### src/rtl/heartbeat_generator.sv
// heartbeat_generator: transmit end of the watchdog link.
// Emits periodic heartbeat pulses while every unmasked liveness source is fresh; withholds
// beats when a source stalls and latches HALT after MISS_LIMIT consecutive missed ticks.
// Also turns a rising edge on kick_req into a one-cycle force_reset pulse.
// Optional feature macro: HB_STATS_EN enables the beat_count / miss_total counters;
// without it both ports read 16'h0.
module heartbeat_generator #(
  parameter int unsigned PERIOD      = 1000,
  parameter int unsigned PULSE_W     = 1,
  parameter int unsigned N_SRC       = 3,
  parameter int unsigned SRC_TIMEOUT = 4000,
  parameter int unsigned MISS_LIMIT  = 2
) (
  input  logic             clk,
  input  logic             rst,
  input  logic             enable,
  input  logic [N_SRC-1:0] src_alive,
  input  logic [N_SRC-1:0] src_mask,
  input  logic             kick_req,
  output logic             heartbeat,
  output logic             force_reset,
  output logic [N_SRC-1:0] stale,
  output logic             halted,
  output logic [15:0]      beat_count,
  output logic [15:0]      miss_total
);

  localparam int unsigned PcW = $clog2(PERIOD);
  localparam int unsigned PwW = (PULSE_W > 1) ? $clog2(PULSE_W) : 1;
  localparam int unsigned ScW = $clog2(SRC_TIMEOUT + 1);
  localparam int unsigned McW = $clog2(MISS_LIMIT + 1);

  localparam logic [PcW-1:0] PeriodLast = PcW'(PERIOD - 1);
  localparam logic [PwW-1:0] PulseLast  = PwW'(PULSE_W - 1);
  localparam logic [ScW-1:0] Timeout    = ScW'(SRC_TIMEOUT);
  localparam logic [McW-1:0] MissLimit  = McW'(MISS_LIMIT);

  typedef enum logic [1:0] {
    StIdle,
    StRun,
    StPulse,
    StHalt
  } state_e;

  state_e             state_q, state_d;
  logic [PcW-1:0]     period_q, period_d;
  logic [PwW-1:0]     pulse_q, pulse_d;
  logic [McW-1:0]     miss_q, miss_d;
  logic [McW-1:0]     miss_plus;
  logic [ScW-1:0]     stale_cnt_q [N_SRC];
  logic [ScW-1:0]     stale_cnt_d [N_SRC];
  logic [N_SRC-1:0]   stale_q, stale_d;
  logic               heartbeat_q, heartbeat_d;
  logic               force_q, force_d;
  logic               halted_q, halted_d;
  logic               kick_prev_q;
  logic               tick;
  logic               health_ok;

  // A tick is the last count of the period while waiting in RUN.
  assign tick      = (state_q == StRun) && (period_q == PeriodLast);
  // A same-cycle alive strobe rescues a source that is currently flagged stale.
  assign health_ok = &(src_mask | src_alive | ~stale_q);
  assign miss_plus = miss_q + McW'(1);

  // Per-source inactivity counters, saturating at the timeout.
  always_comb begin
    for (int i = 0; i < N_SRC; i++) begin
      stale_cnt_d[i] = stale_cnt_q[i];
      if (!enable || src_alive[i]) begin
        stale_cnt_d[i] = '0;
      end else if (stale_cnt_q[i] != Timeout) begin
        stale_cnt_d[i] = stale_cnt_q[i] + ScW'(1);
      end
      stale_d[i] = (stale_cnt_d[i] == Timeout);
    end
  end

  // Beat FSM next state, period/pulse/miss counters and registered output values.
  always_comb begin
    state_d  = state_q;
    period_d = (period_q == PeriodLast) ? '0 : period_q + PcW'(1);
    pulse_d  = pulse_q;
    miss_d   = miss_q;

    unique case (state_q)
      StIdle: begin
        state_d = StRun;
      end
      StRun: begin
        if (tick) begin
          if (health_ok) begin
            state_d = StPulse;
            pulse_d = '0;
            miss_d  = '0;
          end else begin
            miss_d = miss_plus;
            if (miss_plus == MissLimit) begin
              state_d = StHalt;
            end
          end
        end
      end
      StPulse: begin
        if (pulse_q == PulseLast) begin
          state_d = StRun;
        end else begin
          pulse_d = pulse_q + PwW'(1);
        end
      end
      StHalt: begin
        state_d = StHalt;
      end
      default: begin
        state_d = StIdle;
      end
    endcase

    // Disabling parks everything in IDLE with counters cleared.
    if (!enable) begin
      state_d  = StIdle;
      period_d = '0;
      pulse_d  = '0;
      miss_d   = '0;
    end

    heartbeat_d = (state_d == StPulse);
    halted_d    = (state_d == StHalt);
    force_d     = enable && kick_req && !kick_prev_q && (state_q != StIdle);
  end

  // State, counters and registered outputs; reset overrides every same-cycle event.
  always_ff @(posedge clk) begin
    if (rst) begin
      state_q     <= StIdle;
      period_q    <= '0;
      pulse_q     <= '0;
      miss_q      <= '0;
      stale_cnt_q <= '{default: '0};
      stale_q     <= '0;
      heartbeat_q <= 1'b0;
      force_q     <= 1'b0;
      halted_q    <= 1'b0;
      kick_prev_q <= 1'b0;
    end else begin
      state_q     <= state_d;
      period_q    <= period_d;
      pulse_q     <= pulse_d;
      miss_q      <= miss_d;
      stale_cnt_q <= stale_cnt_d;
      stale_q     <= stale_d;
      heartbeat_q <= heartbeat_d;
      force_q     <= force_d;
      halted_q    <= halted_d;
      kick_prev_q <= kick_req;
    end
  end

  assign heartbeat   = heartbeat_q;
  assign force_reset = force_q;
  assign stale       = stale_q;
  assign halted      = halted_q;

`ifdef HB_STATS_EN
  logic [15:0] beat_count_q;
  logic [15:0] miss_total_q;
  logic        beat_inc;
  logic        miss_inc;

  assign beat_inc = enable && tick && health_ok;
  assign miss_inc = enable && tick && !health_ok;

  // Beat counter wraps; miss total saturates.
  always_ff @(posedge clk) begin
    if (rst || !enable) begin
      beat_count_q <= 16'h0;
      miss_total_q <= 16'h0;
    end else begin
      if (beat_inc) begin
        beat_count_q <= beat_count_q + 16'h1;
      end
      if (miss_inc && (miss_total_q != 16'hFFFF)) begin
        miss_total_q <= miss_total_q + 16'h1;
      end
    end
  end

  assign beat_count = beat_count_q;
  assign miss_total = miss_total_q;
`else
  assign beat_count = 16'h0;
  assign miss_total = 16'h0;
`endif

endmodule
### config.mk
export PLATFORM = sky130hd
export DESIGN_NAME = heartbeat_generator
export DESIGN_NICKNAME = d
export VERILOG_FILES = /design/src/rtl/heartbeat_generator.sv
export SDC_FILE = /design/constraint.sdc
export NUM_CORES = 1
export LEC_CHECK = 0
export CORE_MARGIN = 8
export CORE_UTILIZATION = 40
export CTS_BUF_LIST = sky130_fd_sc_hd__clkbuf_8
export CTS_CLUSTER_DIAMETER = 100
export DETAILED_ROUTE_END_ITERATION = 10
export DONT_BUFFER_PORTS = 1
export PLACE_DENSITY = 0.6
export SLEW_MARGIN = 20
export SYNTH_ARGS = -nofsm -noshare
export SYNTH_HDL_FRONTEND = slang
export SYNTH_SLANG_ARGS = --single-unit
### constraint.sdc
create_clock -name clk -period 5.3 [get_ports clk]
set_input_delay 1.06 -clock clk [delete_from_list [all_inputs] [get_ports clk]]
set_output_delay 1.06 -clock clk [all_outputs]
set_load 0.01 [all_outputs]
==> impl_metrics.csv <==
group,metric,value,unit
run_status,outcome,"completed",
sta,timing.fmax,502,MHz
sta,hold_viol_final,0,
place,place.gp.congestion,0.785,
place,pre_cts_ws,3.10,ns
cells_and_area,area_growth,4.49,%
detailed_routing,viasPerCell,4.86,
clocking,ctsRootBufferMaster,"clkbuf_8",
clocking,clock_latency,0.33,ns
clocking,cts_hold_buf,0,
floorplanning,rows,32,
yosys,synth_area,3150,sq um
global_route,grt_pass1_vias,2173,
detailed_routing,firstDrtPassIters,4,
detailed_routing,wirelength,5.84,mm
critical_path,critPathKind,"reg2reg",
power,p_leak,1.10,nW
power,design_power_total,0.848,mW
floorplanning,die_y,105,um
detailed_routing,drc,0,
cells_and_area,insertedDiodeCount,0,
critical_path,crit_fanout,6,
global_route,grt_pass1_wl,10.0,mm
cells_and_area,fin_area,3290,sq um
place,placed_cells,465,
critical_path,cp_slowest_cell,"or4b_4",
floorplanning,chipWidth,105,um
clocking,clkTransAtPathRegs,0.07,ns
power,vdd_ir_drop_max,98.6,uV
yosys,synthCells,375,
yosys,ys_seq_elements,57,
critical_path,critical_path_buf_inv_count,1,
sta,setup_viol,0,
sta,tightestPinTransition,0.617,ns
critical_path,cp.required,5.52,ns
sta,relSlewSlack,0.586,
job,drv_cap,0,
yosys,synth-edff-count,0,
global_route,grt_overflow,0,
critical_path,cp.arrival,2.21,ns
sta,finalSetupTns,0,ns
yosys,synth.area.top_cells,"dfxtp_1 (36%), buf_4 (7.6%), xnor2_1 (7.0%)",
yosys,seq_area_frac_synth,0.362,
global_route,grt_use_met2,0.163,
sta,skew,0.00639,ns
yosys,synth-main-ff-cell,"dfxtp_1",
sta,slew_viol_final,0,
detailed_routing,num_vias,2338,
detailed_routing,ant_nets,0,
sta,period_needed,1.99,ns
clocking,htree_levels,3,
sta,hold_slack,0.388,ns
detailed_routing,wire_per_inst,12.1,um
cells_and_area,final_common_cell,"dfxtp_1",
global_route,grt_max_degree,14,
clocking,cts_tree,"yes",
yosys,synth_top_area_frac,0.362,
power,powerDensity,258,nW/um^2
place,hpwl,4.36,mm
global_route,antenna_found_initial,0,
global_route,grt_usage,0.110,
floorplanning,core_area,7690,sq um
cells_and_area,final_cell_mix,"dfxtp_1 (57), nor2_1 (56), conb_1 (32), xnor2_1 (25), nand3_1 (22)",
clocking,cts.repair.resized,0,
critical_path,path_cells,"inv_1, ha_1, or4b_4, nor4_4, mux2i_1, o21ai_1, and4_1",
critical_path,slowest_delay,0.47,ns
clocking,cts.sinks,57,
critical_path,endpoint_kind,"flop",
cells_and_area,post-route-util,0.428,
cells_and_area,stdcell_count,481,
place,dpl_cell_area,3100,sq um
clocking,cts_buffers,9,
global_route,grt.busiest_layer,"met2",
critical_path,rrSetupSlack,3.31,ns
clocking,postCtsSetupBuffers,0,
sta,fin_ws,3.31,ns
global_route,met3_usage,0.0393,
yosys,yosysWarningCount,0,
yosys,synth_top_cell_by_area,"dfxtp_1",
floorplanning,start_util,0.410,
sta,rsz0062_at_grt,"no",
floorplanning,fp.dieArea,11000,sq um
sta,min_period_over_period,0.376,
critical_path,crit_family,"simple AND/OR/NAND/NOR gates",
cells_and_area,nets,392,
clocking,clock_path_buffers,2,
place,io_buffers,0,
min_path,holdCritPathClass,"reg2reg",
critical_path,worstSetupStartpointType,"flop",
yosys,ys_async_sr_fraction,0,
cells_and_area,final_layout_size_suffix_gt1_frac,0.0528,
yosys,syn_avg_cell_area,8.39,sq um
floorplanning,top_level_ports,48,
detailed_routing,drtIter0Drc,83,
global_route,gr-usage-met1,0.131,
yosys,synthDistinctLibCells,45,
power breakdown:
group	total [mW]	switching (mW)	internal (mW)	leakage, nW
registers	0.434	0.00259	0.431	0.460
logic	0.0293	0.0221	0.00722	0.527
clock network	0.385	0.162	0.223	0.110
total	0.848	0.187	0.662	1.10
synth_stat cells (5+ instances only):
library cell	number
dfxtp_1	57
nor2_1	56
buf_4	32
xnor2_1	25
nand3_1	22
nand2_1	18
a21oi_1	15
inv_1	14
and3_1	13
xor2_1	12
nor3_1	11
mux2i_1	10
nand2b_1	9
clkbuf_1	8
ha_1	8
nor2b_1	7
nor4_1	7
nand4_1	6
o21ai_0	6
or3_1	5
final cells by class:
cell class / count / area [sq um]
Clock buffer: 10 / 138
Clock inverter: 6 / 51.3
Fill cell: 795 / 4400
Inverter: 14 / 52.6
Multi-Input combinational cell: 292 / 1780
Sequential cell: 57 / 1140
Tap cell: 102 / 128
registers in the layout, summed over array words and instances, names as in the netlist:
signal       cells
force_reset      1
halted           1
heartbeat        1
kick_prev_q      1
miss_q           2
period_q        10
stale            3
stale_cnt_q     36
state_q          2
cells by family (layout without fill, tap and decap cells):
group                      after synthesis  in the layout  synth area share
DFF                                     57             57             0.362
and+or+nand+nor                        170            170             0.293
xor gates and xnor gates                37             37             0.103
other                                    1             32           0.00119
AOI/OAI and AO/OA                       35             35            0.0676
adders and majority gates                8              8            0.0318
muxes                                   10             10            0.0318
buffers and inverters                   57             30             0.109
worst paths after layout:
path	start	to	depth (start not counted)
setup / recovery	stale_cnt_q[24]	stale[0]	7
hold / removal	kick_prev_q	force_reset	1
setup reg to reg	stale_cnt_q[24]	stale[0]	7
hold reg to reg	kick_prev_q	force_reset	1
per-layer routing:
metal	share of wire	vias up	wire length [um]
met5	0	-	0
met1	0.47	1062	2740
li1	-	1211	-
met3	0.058	15	341
met4	0.035	0	205
met2	0.44	50	2550
Power figures use the tool's default switching activity.
